**src/rtl/calc_sequencer.sv**
```systemverilog
// Operand/operation sequencer for a small add/subtract datapath, driven by two debounced pushbuttons.
// Strobes are PULSE_W cycles wide, starting the cycle after a press. Step presses that arrive while busy are dropped.
module calc_debounce #(
    parameter logic [15:0] DB_COUNT = 16'd50000
) (
    input  logic i_clk,
    input  logic i_rst_n,
    input  logic i_key,
    output logic o_press
);
    logic        r_s1;
    logic        r_s2;
    logic        r_db;
    logic        r_db_q;
    logic [15:0] r_cnt;

    always_ff @(posedge i_clk or negedge i_rst_n) begin
        if (!i_rst_n) begin
            r_s1   <= 1'b1;
            r_s2   <= 1'b1;
            r_db   <= 1'b1;
            r_db_q <= 1'b1;
            r_cnt  <= '0;
        end else begin
            r_s1   <= i_key;
            r_s2   <= r_s1;
            r_db_q <= r_db;
            // Any sample that matches the accepted level restarts the run.
            if (r_s2 == r_db) begin
                r_cnt <= '0;
            end else if (r_cnt >= DB_COUNT - 16'd1) begin
                r_db  <= r_s2;
                r_cnt <= '0;
            end else begin
                r_cnt <= r_cnt + 16'd1;
            end
        end
    end

    assign o_press = r_db_q & ~r_db;
endmodule

module calc_sequencer #(
    parameter logic [15:0] DB_COUNT = 16'd50000,
    parameter logic [2:0]  PULSE_W  = 3'd2
) (
    input  logic       CLK,
    input  logic       CLR,
    input  logic       KEY_STEP,
    input  logic       KEY_CANCEL,
    input  logic [7:0] SW,
    input  logic       SW_OP,
    output logic [7:0] X,
    output logic       InA,
    output logic       InB,
    output logic       Out,
    output logic       Clear,
    output logic       Add_Subtract,
    output logic [1:0] STATE,
    output logic       BUSY
);
    typedef enum logic [1:0] {
        S_A    = 2'b00,
        S_B    = 2'b01,
        S_EXEC = 2'b10,
        S_SHOW = 2'b11
    } state_t;

    state_t     r_state, w_state_nxt;
    logic [7:0] r_x, w_x_nxt;
    logic       r_as, w_as_nxt;
    logic       r_ina, w_ina_nxt;
    logic       r_inb, w_inb_nxt;
    logic       r_out, w_out_nxt;
    logic       r_clr, w_clr_nxt;
    logic [2:0] r_cnt, w_cnt_nxt;
    logic       r_rst_hold;

    logic w_step_press;
    logic w_cancel_press;
    logic w_active;
    logic w_step_go;

    calc_debounce #(.DB_COUNT(DB_COUNT)) u_db_step (
        .i_clk   (CLK),
        .i_rst_n (CLR),
        .i_key   (KEY_STEP),
        .o_press (w_step_press)
    );

    calc_debounce #(.DB_COUNT(DB_COUNT)) u_db_cancel (
        .i_clk   (CLK),
        .i_rst_n (CLR),
        .i_key   (KEY_CANCEL),
        .o_press (w_cancel_press)
    );

    assign w_active  = r_ina | r_inb | r_out | r_clr;
    assign w_step_go = w_step_press & ~w_cancel_press & ~w_active;

    always_ff @(posedge CLK or negedge CLR) begin
        if (!CLR) begin
            r_state    <= S_A;
            r_x        <= '0;
            r_as       <= 1'b0;
            r_ina      <= 1'b0;
            r_inb      <= 1'b0;
            r_out      <= 1'b0;
            r_clr      <= 1'b0;
            r_cnt      <= '0;
            r_rst_hold <= 1'b1;
        end else begin
            r_state    <= w_state_nxt;
            r_x        <= w_x_nxt;
            r_as       <= w_as_nxt;
            r_ina      <= w_ina_nxt;
            r_inb      <= w_inb_nxt;
            r_out      <= w_out_nxt;
            r_clr      <= w_clr_nxt;
            r_cnt      <= w_cnt_nxt;
            r_rst_hold <= 1'b0;
        end
    end

    always_comb begin
        w_state_nxt = r_state;
        w_x_nxt     = r_x;
        w_as_nxt    = r_as;
        w_ina_nxt   = r_ina;
        w_inb_nxt   = r_inb;
        w_out_nxt   = r_out;
        w_clr_nxt   = r_clr;
        w_cnt_nxt   = r_cnt;

        // r_cnt holds the strobe cycles still to come after the current one.
        if (w_active) begin
            if (r_cnt == 3'd0) begin
                w_ina_nxt = 1'b0;
                w_inb_nxt = 1'b0;
                w_out_nxt = 1'b0;
                w_clr_nxt = 1'b0;
                if (r_ina)      w_state_nxt = S_B;
                else if (r_inb) w_state_nxt = S_EXEC;
                else if (r_out) w_state_nxt = S_SHOW;
            end else begin
                w_cnt_nxt = r_cnt - 3'd1;
            end
        end

        if (w_cancel_press) begin
            w_ina_nxt   = 1'b0;
            w_inb_nxt   = 1'b0;
            w_out_nxt   = 1'b0;
            w_clr_nxt   = 1'b1;
            w_cnt_nxt   = PULSE_W - 3'd1;
            w_state_nxt = S_A;
            w_x_nxt     = '0;
        end else if (w_step_go) begin
            case (r_state)
                S_A: begin
                    w_x_nxt   = SW;
                    w_ina_nxt = 1'b1;
                    w_cnt_nxt = PULSE_W - 3'd1;
                end
                S_B: begin
                    w_x_nxt   = SW;
                    w_inb_nxt = 1'b1;
                    w_cnt_nxt = PULSE_W - 3'd1;
                end
                S_EXEC: begin
                    w_as_nxt  = SW_OP;
                    w_out_nxt = 1'b1;
                    w_cnt_nxt = PULSE_W - 3'd1;
                end
                S_SHOW: begin
                    w_state_nxt = S_A;
                end
            endcase
        end
    end

    assign X            = r_x;
    assign InA          = r_ina;
    assign InB          = r_inb;
    assign Out          = r_out;
    assign Clear        = r_clr | r_rst_hold;
    assign Add_Subtract = r_as;
    assign STATE        = r_state;
    assign BUSY         = w_active | w_cancel_press | w_step_go;
endmodule
```
**config.mk**
```make
export PLATFORM = sky130hd
export DESIGN_NAME = calc_sequencer
export DESIGN_NICKNAME = d
export VERILOG_FILES = /design/src/rtl/calc_sequencer.sv
export SDC_FILE = /design/constraint.sdc
export NUM_CORES = 1
export LEC_CHECK = 0
export ABC_AREA = 0
export BUFFER_PORTS_ARGS = -buffer_cell sky130_fd_sc_hd__buf_2
export CAP_MARGIN = 15
export CORE_MARGIN = 5
export CORE_UTILIZATION = 54
export CTS_BUF_LIST = sky130_fd_sc_hd__clkbuf_8
export DETAILED_ROUTE_END_ITERATION = 16
export PLACE_DENSITY_LB_ADDON = 0.15
export SLEW_MARGIN = 20
export SYNTH_ARGS = -nofsm -noshare
export SYNTH_HDL_FRONTEND = slang
export SYNTH_SLANG_ARGS = --single-unit
```
**constraint.sdc**
```tcl
create_clock -name CLK -period 1.6 [get_ports CLK]
set_input_delay 0.16 -clock CLK [delete_from_list [all_inputs] [get_ports CLK]]
set_output_delay 0.16 -clock CLK [all_outputs]
set_load 0.01 [all_outputs]
```
==> results.md, run 1 <==
- The depth of the worst register-to-register path is 6.
- Entering global routing, the biggest net connects 60 pins.
- The final critical-path required period is around 1.6 ns.
- The vias after detailed routing is 2088.
- Counting along the longest clock path gives a buffer depth of 2.
- The run finished, with violations left.
- The remaining global-route overflow is 0.
- The floorplan die width is between 80 and 90 microns.
- The max-capacitance violation count is 0.
- The global-route total usage across every layer is a little under a fifth.
- The switching power of the nets is 0.612 mW.
- The number of different library cells in the post-synthesis netlist is 37.
- Of the total synthesized cell area, the portion taken by full adders, half adders and majority gates is 1.87%.
- The total design power is 2.76 mW.
- The clock network fraction of total power is 40.2%.
- The final period utilization is 103%.
- The clock transition at the registers of the reported paths is roughly 0.07 ns.
- The CTS tree is yes.
- The setup TNS after final layout is -0.275 ns.
- After synthesis, the largest family of logic cells by area is simple AND/OR/NAND/NOR gates.
- A synthesized cell averages 10.1 sq um.
- The number of vias per cell is 5.11.
- The data required time at the worst endpoint is 1.83 ns.
- The worst register-to-register path has a setup slack of -0.05 ns.
- In the routed design, unresolved DRC markers number 0.
- The checks that failed: negative setup slack.
- The floorplan step set the die height to 80.5 microns.
- The synthesized-area fraction occupied by xor and xnor cells is 9.80%.
- By startpoint and endpoint, the worst setup path is classified as reg -> reg.
- The initial antenna violation count was 0.
- Setup violations remaining at the end of the flow were counted as 11.
- The layout has 354 filler cells.
- STA puts the critical path data arrival time at 1.88 ns.
- The via count of the first global-routing pass is 1951.
- The end point of the critical path is InA$_DFF_PN0_.
- The tightest min-delay check is of the in -> reg type.
- The leakage power total is 1.55 nW.
- The worst setup margin is -0.0472 ns.
- In this run the core area contains 25 standard-cell rows.
- Setup repair after global routing could not meet its margin everywhere.
- Synthesis inferred 59 register bits.
- Pin placement for this block handled 29 I/O pins.
- The initial cell density of the core is 56.0%.
- Dividing the detail-routed wire length by the instance count gives between 10 and 15 microns.
- The worst clock skew is between 0.009 and 0.01 ns.
- The layout overhead on the synthesized area is 30.8%.
- For this run, the top clock speed supported by timing is 0.607 GHz.
- The H-tree level count is 3.
- Clock latency on the worst-skew pair, taken at its later pin, is 0.33 ns.
- The kind of start point of the critical path is a flip-flop.
- The worst-path maximum fanout is 9.
- For this run, the register share of the synthesized area comes to between 50% and 60%.
- The total power density per cell area is between 700 and 800 nW/um^2.
- The number of flops mapped to enable cells by yosys is 0.
- Summing the areas of all compound-gate instances in the mapped netlist gives 6.35% of the synthesized area.
- For this run, the leading register cell type out of synthesis is sky130_fd_sc_hd__dfrtp_1.
- The number of buffers added by the clock tree synthesis step is 9.
- The root buffer cell is sky130_fd_sc_hd__clkbuf_8.
- The first global-routing pass estimated 8.84 mm of wire.
- After the first detailed-routing iteration, the DRC count stood at between 40 and 50.
- After Yosys synthesis, and, or, nand and nor cells account for 22.2% of the synthesized area.
- The count of buffers from port buffering is 28.
- The final instance area is ~3500 sq um.
- The worst setup path is captured at a flip-flop.
- The reg-to-reg critical path endpoint is InA$_DFF_PN0_.
- The placeable core area is 4790 sq um.
- The synthesized net count is approximately 280.
- The part of the total power dissipated in combinational logic is 4.3%.
- The number of clock sinks is 59.
- The total routed wirelength is 5.39 mm.
- The total half-perimeter wirelength after legalization and detailed placement is 3.62 mm.
- The die covers about 6500 sq um.
- The max-slew violation count is 0.
- Net switching is 22.2% of the power.
- During synthesis, Yosys emitted a total of 0 warnings.
- The number of iterations in the first detailed-routing pass is 6.
- The cell count after synthesis came out at 265.
- The global placement routability congestion is slightly above 0.8.
- The portion of synthesized area spent on multiplexers is roughly 1.3%.
- The number of nets in the layout is 354.
- The total cell area at the placement stage is 3140 sq um.
- Cells fill 73.3% of the core in the end.
- The launch instance of the worst register-to-register path is InB$_DFF_PN0_.
- The layout cell share with drive strength beyond 1 is 34.2%.
- The internal power summed over all cells is 2.15 mW.
- IR analysis of the VDD net gives a maximum drop of 0.509 mV.
- The launch point of the critical path is InB$_DFF_PN0_.
- The mapped netlist covers 2680 sq um.
- 0 antenna diodes ended up in the layout.
- The number of hold-slack violations in the final timing report is 0.
- Hold is met by around 0.021 ns.
- The number of nets with antenna violations after routing is 0.
- After synthesis, the share of flip-flops with an asynchronous set or reset is 100%.
- Sequential cells burn 55.5% of the power.
-- metrics by stage --
stage | setup WS, ns | instances
CTS | -0.0107 | 403
finish | -0.0472 | 409
detailed placement | -0.0290 | 384
global route | -0.101 | 409
floorplan | -0.0856 | 265
global placement | -0.0222 | 384
-- registers in the layout, indices dropped and copies added, names as in the netlist, 2 cells and up --
name / cells
u_db_step.r_cnt: 16
u_db_cancel.r_cnt: 16
r_cnt: 3
X: 8
STATE: 2
-- worst max-delay path, stage by stage, from the launching register on --
cell and delay [ns]:
sky130_fd_sc_hd__dfrtp_2 0.44, sky130_fd_sc_hd__or4_4 0.54, sky130_fd_sc_hd__nor4_4 0.14, sky130_fd_sc_hd__buf_4 0.18
sky130_fd_sc_hd__buf_12 0.12, sky130_fd_sc_hd__inv_4 0.03, sky130_fd_sc_hd__o32ai_2 0.10
-- logic make-up after synthesis --
family                   count (synthesis)
AND/OR/NAND/NOR                        124
buffers and inverters                   18
flip-flops                              59
AO/OA/AOI/OAI                           26
other                                    1
adder cells (fa/ha/maj)                  4
multiplexers                             3
XOR/XNOR                                30
-- layer usage --
metal / GRT usage, % / up-vias / part of all wire [%]
li1: - / 1052 / -
met1: 22.4 / 985 / 46
met2: 29.0 / 40 / 46
met3: 5.49 / 11 / 5.8
met4: 9.63 / 0 / 1.9
met5: 0 / - / 0
-- layout make-up --
| class | instances | area (sq um) | area share, % |
|---|---|---|---|
| inverters | 14 | 55.1 | 1.57 |
| flip-flops and latches | 59 | 1490 | 42.5 |
| repair buffers | 65 | 490 | 14.0 |
| clock buffers | 10 | 138 | 3.93 |
| multi-input cells | 188 | 1220 | 34.9 |
| clock inverters | 6 | 26.3 | 0.749 |
| well taps | 67 | 83.8 | 2.39 |
-- cell usage in the layout (no fill, tap or decap), types with 2 or more instances in the layout --
cell type,instances
sky130_fd_sc_hd__dfrtp_1,49
sky130_fd_sc_hd__xnor2_1,27
sky130_fd_sc_hd__nand3_2,2
sky130_fd_sc_hd__nor4_4,3
sky130_fd_sc_hd__o21ai_0,5
sky130_fd_sc_hd__nor2b_1,2
sky130_fd_sc_hd__dlygate4sd3_1,3
sky130_fd_sc_hd__o21ai_1,6
sky130_fd_sc_hd__ha_1,4
sky130_fd_sc_hd__nor3_1,7
sky130_fd_sc_hd__buf_6,2
sky130_fd_sc_hd__or4_4,2
sky130_fd_sc_hd__mux2_2,3
sky130_fd_sc_hd__xor2_1,3
sky130_fd_sc_hd__inv_1,16
sky130_fd_sc_hd__nor4_2,3
sky130_fd_sc_hd__nor2_1,33
sky130_fd_sc_hd__nand2b_1,5
sky130_fd_sc_hd__buf_4,29
sky130_fd_sc_hd__a21oi_1,3
sky130_fd_sc_hd__nand3_1,7
sky130_fd_sc_hd__clkbuf_8,10
sky130_fd_sc_hd__dfstp_2,9
sky130_fd_sc_hd__buf_12,3
sky130_fd_sc_hd__buf_2,27
sky130_fd_sc_hd__nor2_2,9
sky130_fd_sc_hd__or3_1,2
sky130_fd_sc_hd__clkinv_2,3
sky130_fd_sc_hd__nand4_1,9
sky130_fd_sc_hd__nand2_1,28
sky130_fd_sc_hd__nand2_2,3
sky130_fd_sc_hd__nor4_1,7
-- how the worst min path moves through the flow --
stage | start | depth (start not counted) | slack, ns | to
after floorplan | CLR | 0 | -0.14 | Add_Subtract$_DFFE_PN0P_
after global placement | CLR | 2 | 0.19 | X[5]$_DFFE_PN0P_
after detailed placement | CLR | 2 | 0.20 | X[5]$_DFFE_PN0P_
after CTS | SW[5] | 3 | 0.02 | X[5]$_DFFE_PN0P_
after global routing | SW[5] | 3 | 0.01 | X[5]$_DFFE_PN0P_
final | SW[5] | 3 | 0.02 | X[5]$_DFFE_PN0P_
-- timing repair --
action	in CTS	in global routing
endpoints found under the hold margin	52	0
cloned	0	1
pin swaps	2	4
gates resized for setup	8	27
hold buffers	3	0
endpoints found under the setup margin	5	47
buffers inserted	0	5
-- power by group through the flow --
stage	Clock, mW	Combinational [mW]	Sequential, mW
after CTS	1.15	0.117	1.53
after floorplan	0	0.0382	1.55
after global placement	0	0.110	1.56
after detailed placement	0	0.111	1.56
after global routing	1.23	0.137	1.53
final	1.11	0.119	1.53
-- Yosys cell counts, types with 2 or more instances --
master	instances	area (sq um)
sky130_fd_sc_hd__a211oi_1	2	15.0
sky130_fd_sc_hd__mux2_2	3	33.8
sky130_fd_sc_hd__nand3_1	9	45.0
sky130_fd_sc_hd__nor2b_1	2	12.5
sky130_fd_sc_hd__o21ai_0	12	60.1
sky130_fd_sc_hd__nand2_1	31	116
sky130_fd_sc_hd__nor2_1	42	158
sky130_fd_sc_hd__a21oi_1	3	15.0
sky130_fd_sc_hd__ha_1	4	50.1
sky130_fd_sc_hd__nor4_1	12	75.1
sky130_fd_sc_hd__clkbuf_1	2	7.51
sky130_fd_sc_hd__nor3_1	7	35.0
sky130_fd_sc_hd__xor2_1	3	26.3
sky130_fd_sc_hd__nand4_1	9	56.3
sky130_fd_sc_hd__or3_1	2	12.5
sky130_fd_sc_hd__dfrtp_1	50	1250
sky130_fd_sc_hd__dfstp_2	9	236
sky130_fd_sc_hd__xnor2_1	27	236
sky130_fd_sc_hd__inv_1	14	52.6
sky130_fd_sc_hd__nand2b_1	5	31.3
(Power assumes the default switching activity.)
==> run 2: changes to the inputs <==
--- a/config.mk
+++ b/config.mk
@@ -9,8 +9,7 @@
 export BUFFER_PORTS_ARGS = -buffer_cell sky130_fd_sc_hd__buf_2
 export CAP_MARGIN = 15
 export CORE_MARGIN = 5
-export CORE_UTILIZATION = 54
-export CTS_BUF_LIST = sky130_fd_sc_hd__clkbuf_8
+export CORE_UTILIZATION = 52
 export DETAILED_ROUTE_END_ITERATION = 16
 export PLACE_DENSITY_LB_ADDON = 0.15
 export SLEW_MARGIN = 20
==> run 2 against run 1 <==
The flow still finishes with violations (negative setup slack). Non-clock buffer count up 1. Clock skew fell by 0.0042 ns. Final cell count is 0.98% higher. Utilization fell by 2.4 points.
==> results.md, run 2 (synthesized netlist as in run 1, its figures left out) <==
- The number of endpoints failing setup at the final stage is 20 (was 11).
- The slowest library cell on the worst path was sky130_fd_sc_hd__or4_4 (unchanged).
- The via count of the first global-routing pass is 2044 (was 1951).
- The number of iterations in the first detailed-routing pass is 4 (was 6).
- Most used cells in the layout excluding fill and tap cells: sky130_fd_sc_hd__dfrtp_1, sky130_fd_sc_hd__buf_4, sky130_fd_sc_hd__nor2_1 (was sky130_fd_sc_hd__dfrtp_1, sky130_fd_sc_hd__nor2_1, sky130_fd_sc_hd__buf_4).
- The CTS tree is yes (unchanged).
- The initial cell density of the core came to 53.2% (was 56.0%).
- The count of unresolved DRC violations after routing is 0 (unchanged).
- The vertical die dimension came to 81.8 microns (was 80.5 microns).
- The vias after detailed routing is 2154 (was 2088).
- The kind of cell with the highest combined delay on the critical path is simple AND/OR/NAND/NOR gates (unchanged).
- Violated checks: negative setup slack (unchanged).
- The kind of start point of the critical path is a flip-flop (unchanged).
- The remaining global-route overflow is 0 (unchanged).
- The leakage power total was 1.55 nW (about the same).
- The largest net degree at the start of global routing is 60 (unchanged).
- The number of vias per cell was 5.22 (was 5.11).
- The final period utilization came to 103% (about the same).
- The number of nets with antenna violations after routing is 0 (unchanged).
- The number of placed I/O pins is 29 (unchanged).
- The total cell area at the placement stage was 3130 sq um (was 3140 sq um).
- The internal power summed over all cells is 2.22 mW (was 2.15 mW).
- The data required time at the worst endpoint is 1.86 ns (was 1.83 ns).
- The clock latency on the worst-skew pair is 0.32 ns (was 0.33 ns).
- The largest vdd supply drop is 0.472 mV (was 0.509 mV).
- The final critical-path required period is 1.66 ns (was 1.65 ns).
- The count of fill cells added during filler insertion was 370 (was 354).
- The placeable core area is 5040 sq um (was 4790 sq um).
- The maximum number of buffers from clock root to sink is 2 (unchanged).
- The area used by multi-input combinational logic is 1280 sq um (was 1220 sq um).
- The area of the die came to 6690 sq um (was 6470 sq um).
- The switching share of power is 21.7% (was 22.2%).
- The worst clock skew came to 0.00552 ns (was 0.00971 ns).
- The starting DRC count in detailed routing was 80 (was 41).
- The placed cell count is 387 (was 384).
- The worst setup margin is -0.0557 ns (was -0.0472 ns).
- The final standard cell count with taps included and fillers excluded is 413 (was 409).
- The worst hold slack across all endpoints came to 0.0418 ns (was 0.0211 ns).
- The global-route total usage across every layer came to 17.9% (was 18.3%).
- The type of the tightest min-delay check was in -> reg (unchanged).
- The total routed wirelength is 5.49 mm (was 5.39 mm).
- The root buffer cell is sky130_fd_sc_hd__clkbuf_8 (unchanged).
- The floorplan die width came to 81.8 microns (was 80.5 microns).
- The total half-perimeter wirelength after legalization and detailed placement came to 3.54 mm (was 3.62 mm).
- RSZ-0062 raised after global routing: true (unchanged).
- The floorplan row count is 26 (was 25).
- Run status: finished with violations (unchanged).
- The layout overhead on the synthesized area is 33.3% (was 30.8%).
- The kind of critical path is reg -> reg (unchanged).
- The type of destination of the critical path is a flip-flop (unchanged).
- The number of inserted diodes was 0 (unchanged).
- The buffers plus inverters on the worst setup path is 1 (was 3).
- The clock network fraction of total power is 41.4% (was 40.2%).
- The setup TNS after final layout is -0.646 ns (was -0.275 ns).
- The per-cell routed wire length is 13.3 microns (was 13.2 microns).
- The slack of the worst reg-to-reg path is -0.06 ns (was -0.05 ns).
- The part of the total power dissipated in combinational logic is 4.6% (was 4.3%).
- The number of hold-slack violations in the final timing report is 0 (unchanged).
- The first-pass GRT wire length is 9.10 mm (was 8.84 mm).
- The count of buffers from port buffering is 28 (unchanged).
- The max-capacitance violation count came to 0 (unchanged).
- The total power density per cell area is 792 nW/um^2 (was 787 nW/um^2).
- The number of clock sinks was 59 (unchanged).
- The total design power is 2.83 mW (was 2.76 mW).
- The relative contribution of sequential cells to total power is 54.0% (was 55.5%).
- The switching power of the nets is 0.615 mW (was 0.612 mW).
- The number of nets in the layout is 355 (was 354).
- The achievable frequency is 0.604 GHz (was 0.607 GHz).
- The sequential standard cell area was 1490 sq um (about the same).
- The layout cell share with drive strength beyond 1 is 37.9% (was 34.2%).
- The max-slew violation count is 0 (unchanged).
- The worst-path maximum fanout is 8 (was 9).
- The final instance area is 3570 sq um (was 3510 sq um).
- Cell Chain, Critical Path: or4_4 -> a311o_2 -> clkbuf_16 -> nor2_2 (was or4_4 -> nor4_4 -> buf_4 -> buf_12 -> inv_4 -> o32ai_2).
- The number of buffers added by the clock tree synthesis step came to 9 (unchanged).
- The global placement routability congestion is 0.872 (was 0.822).
- The peak per-stage delay on the critical path was 0.54 ns (about the same).
- The H-tree level count is 3 (unchanged).
- The initial antenna violation count is 0 (unchanged).
- The clock transition at the registers of the reported paths was 0.06 ns (was 0.07 ns).
- The data arrival time of the critical path came to 1.91 ns (was 1.88 ns).
- The most frequent standard cell in the layout excluding fill and tap cells was sky130_fd_sc_hd__dfrtp_1 (unchanged).
-- run 2: routing by layer --
metal	vias up	track usage (%)	share of wire (%)
met5	-	0	0
met4	0	10.5	2.2
met3	9	3.51	4.6
met2	45	27.9	49
met1	1052	23.2	45
li1	1048	-	-
-- run 2: power groups by stage --
stage          logic [mW]  clock network, mW  registers, mW
5_1_grt             0.148               1.29           1.53
6_report            0.130               1.17           1.53
2_1_floorplan      0.0382                  0           1.55
4_1_cts             0.113               1.21           1.53
3_3_place_gp        0.106                  0           1.56
3_5_place_dp        0.106                  0           1.56
-- run 2: layout make-up --
type                       instances  share of cell area, %
timing repair buffer              66                   13.7
inverter                          14                   1.47
clock buffer                      14                   4.55
clock inverter                     2                  0.280
sequential                        59                   41.6
multi-input combinational        188                   35.9
tap                               70                   2.45
-- run 2: worst register-to-register path, cell delays in order (launching register included) --
cell                        delay (ns)
sky130_fd_sc_hd__dfrtp_1          0.38
sky130_fd_sc_hd__or4_4            0.54
sky130_fd_sc_hd__a311o_2          0.38
sky130_fd_sc_hd__clkbuf_16        0.18
sky130_fd_sc_hd__nor2_2           0.10
-- run 2: final timing paths --
check                                         startpoint                      endpoint  cells after the start
setup / recovery           u_db_step.r_cnt[10]$_DFF_PN0_  u_db_step.r_cnt[3]$_DFF_PN0_                      4
max in group asynchronous                            CLR    u_db_cancel.r_s1$_DFF_PN1_                      3
min in group asynchronous                            CLR              X[1]$_DFFE_PN0P_                      3
setup reg to reg           u_db_step.r_cnt[10]$_DFF_PN0_  u_db_step.r_cnt[3]$_DFF_PN0_                      4
hold / removal                                     SW[1]              X[1]$_DFFE_PN0P_                      3
hold reg to reg               u_db_cancel.r_s1$_DFF_PN1_    u_db_cancel.r_s2$_DFF_PN1_                      0
-- run 2: timing repair --
action,4_1_cts,5_1_grt
hold buffers,3,0
cloned,1,1
pin swaps,2,10
hold endpoints to repair,52,0
buffers inserted,4,1
setup endpoints to repair,29,50
gates resized for setup,15,39
-- run 2: metrics by stage --
step | utilization (%) | worst slack (ns)
finish | 70.9 | -0.0557
global route | 70.9 | -0.0968
CTS | 67.7 | -0.0236
detailed placement | 62.0 | -0.124
global placement | 62.0 | -0.0301
floorplan | - | -0.0856
==> run 3: changes to the inputs <==
--- a/config.mk
+++ b/config.mk
@@ -9,7 +9,7 @@
 export BUFFER_PORTS_ARGS = -buffer_cell sky130_fd_sc_hd__buf_2
 export CAP_MARGIN = 15
 export CORE_MARGIN = 5
-export CORE_UTILIZATION = 52
+export CORE_UTILIZATION = 40
 export DETAILED_ROUTE_END_ITERATION = 16
 export PLACE_DENSITY_LB_ADDON = 0.15
 export SLEW_MARGIN = 20
==> run 3 against run 2 <==
The flow still finishes with violations (negative setup slack). Wire length grew 1.1%. Worst setup slack gained 0.042 ns. Utilization shrank 15 points. Sequential share of layout area is essentially flat. Via count shrank 2.1%. Clock power is essentially flat. Sequential power is essentially flat. Die area grew 26%. First-iteration DRC count shrank 34%. Sequential cell count is the same. Worst hold slack lost 0.0066 ns. Critical path type unchanged. Critical endpoint is now X[2]$_DFFE_PN0P_. Largest cell class unchanged. Largest power group unchanged.
==> results.md, run 3 (synthesized netlist as in run 1, its figures left out) <==
- The count of fill cells added during filler insertion is 566 (was 370).
- The max-capacitance violation count was 0 (unchanged).
- The switching power of the nets is 0.639 mW (was 0.615 mW).
- The worst-path maximum fanout is 16 (was 8).
- The slowest library cell on the worst path is sky130_fd_sc_hd__or4_4 (unchanged).
- The initial antenna violation count is 0 (unchanged).
- The number of buffers added by the clock tree synthesis step came to 9 (unchanged).
- The root buffer cell is sky130_fd_sc_hd__clkbuf_8 (unchanged).
- The count of unresolved DRC violations after routing is 0 (unchanged).
- The largest vdd supply drop is 0.493 mV (was 0.472 mV).
- The number of clock sinks came to 59 (unchanged).
- The kind of critical path is reg -> reg (unchanged).
- The clock network fraction of total power is 41.7% (was 41.4%).
- The leakage power total came to 1.53 nW (was 1.55 nW).
- The final standard cell count with taps included and fillers excluded came to 422 (was 413).
- The per-cell routed wire length is 13.2 microns (was 13.3 microns).
- The via count of the first global-routing pass is 2022 (was 2044).
- The placeable core area is 6420 sq um (was 5040 sq um).
- The total power density per cell area is 798 nW/um^2 (was 792 nW/um^2).
- The floorplan die width came to 91.9 microns (was 81.8 microns).
- The starting DRC count in detailed routing is 53 (was 80).
- The type of destination of the critical path is a flip-flop (unchanged).
- The initial cell density of the core came to 41.7% (was 53.2%).
- The global-route total usage across every layer is 13.3% (was 17.9%).
- The peak per-stage delay on the critical path is 0.58 ns (was 0.54 ns).
- The switching share of power is 22.4% (was 21.7%).
- The number of inserted diodes is 0 (unchanged).
- The layout overhead on the synthesized area was 33.3% (about the same).
- The vertical die dimension came to 91.9 microns (was 81.8 microns).
- The data arrival time of the critical path is 1.82 ns (was 1.91 ns).
- The CTS tree is yes (unchanged).
- The final period utilization was 101% (was 103%).
- The total design power is 2.85 mW (was 2.83 mW).
- The number of hold-slack violations in the final timing report is 0 (unchanged).
- The area of the die is 8440 sq um (was 6690 sq um).
- The startpoint of the tightest hold check path is SW[6] (was SW[1]).
- The achievable frequency was 0.620 GHz (was 0.604 GHz).
- Violated checks: negative setup slack (unchanged).
- The placed cell count is 400 (was 387).
- The depth of the worst register-to-register path is 4 (unchanged).
- The total half-perimeter wirelength after legalization and detailed placement is 3.75 mm (was 3.54 mm).
- The vias after detailed routing is 2108 (was 2154).
- The end point of the worst hold path is X[6]$_DFFE_PN0P_ (was X[1]$_DFFE_PN0P_).
- The final critical-path required period is 1.61 ns (was 1.66 ns).
- The number of placed I/O pins came to 29 (unchanged).
- The reg-to-reg critical path endpoint is X[2]$_DFFE_PN0P_ (was u_db_step.r_cnt[3]$_DFF_PN0_).
- The number of endpoints failing setup at the final stage is 6 (was 20).
- Most used cells in the layout excluding fill and tap cells: sky130_fd_sc_hd__dfrtp_1, sky130_fd_sc_hd__buf_4, sky130_fd_sc_hd__nand2_1 (was sky130_fd_sc_hd__dfrtp_1, sky130_fd_sc_hd__buf_4, sky130_fd_sc_hd__nor2_1).
- The post-place setup slack is -0.0340 ns (was -0.124 ns).
- The remaining global-route overflow is 0 (unchanged).
- The count of buffers from port buffering was 28 (unchanged).
- The total routed wirelength is 5.55 mm (was 5.49 mm).
- The data required time at the worst endpoint is 1.80 ns (was 1.86 ns).
- Run status: finished with violations (unchanged).
- The clock latency on the worst-skew pair is 0.32 ns (about the same).
- The layout cell share with drive strength beyond 1 was 36.5% (was 37.9%).
- The floorplan row count came to 29 (was 26).
- The kind of start point of the critical path is a flip-flop (unchanged).
- Cell Chain, Critical Path: or4_4 -> nor4_4 -> buf_6 -> o21ai_0 (was or4_4 -> a311o_2 -> clkbuf_16 -> nor2_2).
- The clock transition at the registers of the reported paths was 0.07 ns (was 0.06 ns).
- The number of nets with antenna violations after routing is 0 (unchanged).
- The worst hold slack across all endpoints is 0.0351 ns (was 0.0418 ns).
- The number of vias per cell is 5.00 (was 5.22).
- The max-slew violation count came to 0 (unchanged).
- The first-pass GRT wire length is 9.08 mm (was 9.10 mm).
- The slack of the worst reg-to-reg path is -0.01 ns (was -0.06 ns).
- The worst setup margin was -0.0141 ns (was -0.0557 ns).
- The cell depth of the worst min-delay path is 3 (unchanged).
- The number of nets in the layout came to 357 (was 355).
- The worst clock skew is 0.0103 ns (was 0.00552 ns).
- The area used by multi-input combinational logic came to 1270 sq um (was 1280 sq um).
- The largest net degree at the start of global routing is 46 (was 60).
- The launch instance of the worst register-to-register path is Out$_DFF_PN0_ (was u_db_step.r_cnt[10]$_DFF_PN0_).
- The type of the tightest min-delay check is in -> reg (unchanged).
- The number of iterations in the first detailed-routing pass was 4 (unchanged).
- The internal power summed over all cells is 2.21 mW (was 2.22 mW).
- The relative contribution of sequential cells to total power is 53.6% (was 54.0%).
- RSZ-0062 raised after global routing: true (unchanged).
- The H-tree level count is 3 (unchanged).
- The final core area utilization was 55.6% (was 70.9%).
- The part of the total power dissipated in combinational logic is 4.7% (was 4.6%).
- The most frequent standard cell in the layout excluding fill and tap cells is sky130_fd_sc_hd__dfrtp_1 (unchanged).
- The sequential standard cell area came to 1490 sq um (unchanged).
- The maximum number of buffers from clock root to sink is 2 (unchanged).
- The global placement routability congestion is 0.852 (was 0.872).
[run 3: timing repair]
action | in CTS | in global routing
pin swaps | 3 | 18
endpoints found under the setup margin | 5 | 47
gates resized for setup | 5 | 42
buffers inserted | 1 | 2
hold buffers | 3 | 0
endpoints found under the hold margin | 13 | 0
[run 3: how the worst max path moves through the flow]
stage	startpoint	endpoint	slack, ns
floorplan	Out$_DFF_PN0_	X[5]$_DFFE_PN0P_	-0.09
global placement	Out$_DFF_PN0_	X[2]$_DFFE_PN0P_	0.04
detailed placement	Out$_DFF_PN0_	Add_Subtract$_DFFE_PN0P_	-0.03
CTS	r_clr$_DFFE_PN0P_	BUSY	-0.02
global route	u_db_cancel.r_cnt[12]$_DFF_PN0_	u_db_cancel.r_cnt[6]$_DFF_PN0_	-0.10
finish	Out$_DFF_PN0_	X[2]$_DFFE_PN0P_	-0.01
[run 3: area by class of cell]
cell class,instances,area share [%]
clock buffers,13,4.45
flip-flops and latches,59,41.6
repair buffers,68,13.7
clock inverters,3,0.420
multi-input cells,188,35.6
well taps,77,2.70
inverters,14,1.47
[run 3: critical path, delay by kind of cell, from the launching register on]
family                 cells  cell delay, ns
AO/OA/AOI/OAI              1            0.10
buffers and inverters      1            0.20
flip-flops                 1            0.43
AND/OR/NAND/NOR            2            0.77
[run 3: power groups by stage]
stage	Combinational [mW]	Sequential [mW]	Clock (mW)
floorplan	0.0382	1.55	0
global placement	0.111	1.56	0
detailed placement	0.113	1.56	0
CTS	0.119	1.53	1.23
global route	0.154	1.53	1.30
finish	0.134	1.53	1.19
[run 3: layer usage]
| metal | wire length [microns] | up-vias | GRT usage [%] |
|---|---|---|---|
| met2 | 2580 | 48 | 19.7 |
| met3 | 310 | 2 | 3.76 |
| li1 | - | 1061 | - |
| met5 | 0 | - | 0 |
| met4 | 29 | 0 | 6.93 |
| met1 | 2630 | 997 | 17.7 |
[run 3: stage by stage]
step,area (sq um),setup TNS [ns]
detailed placement,3180,-0.0382
global placement,3180,0
CTS,3420,-0.0214
finish,3570,-0.0402
floorplan,2690,-0.599
global route,3570,-2.21
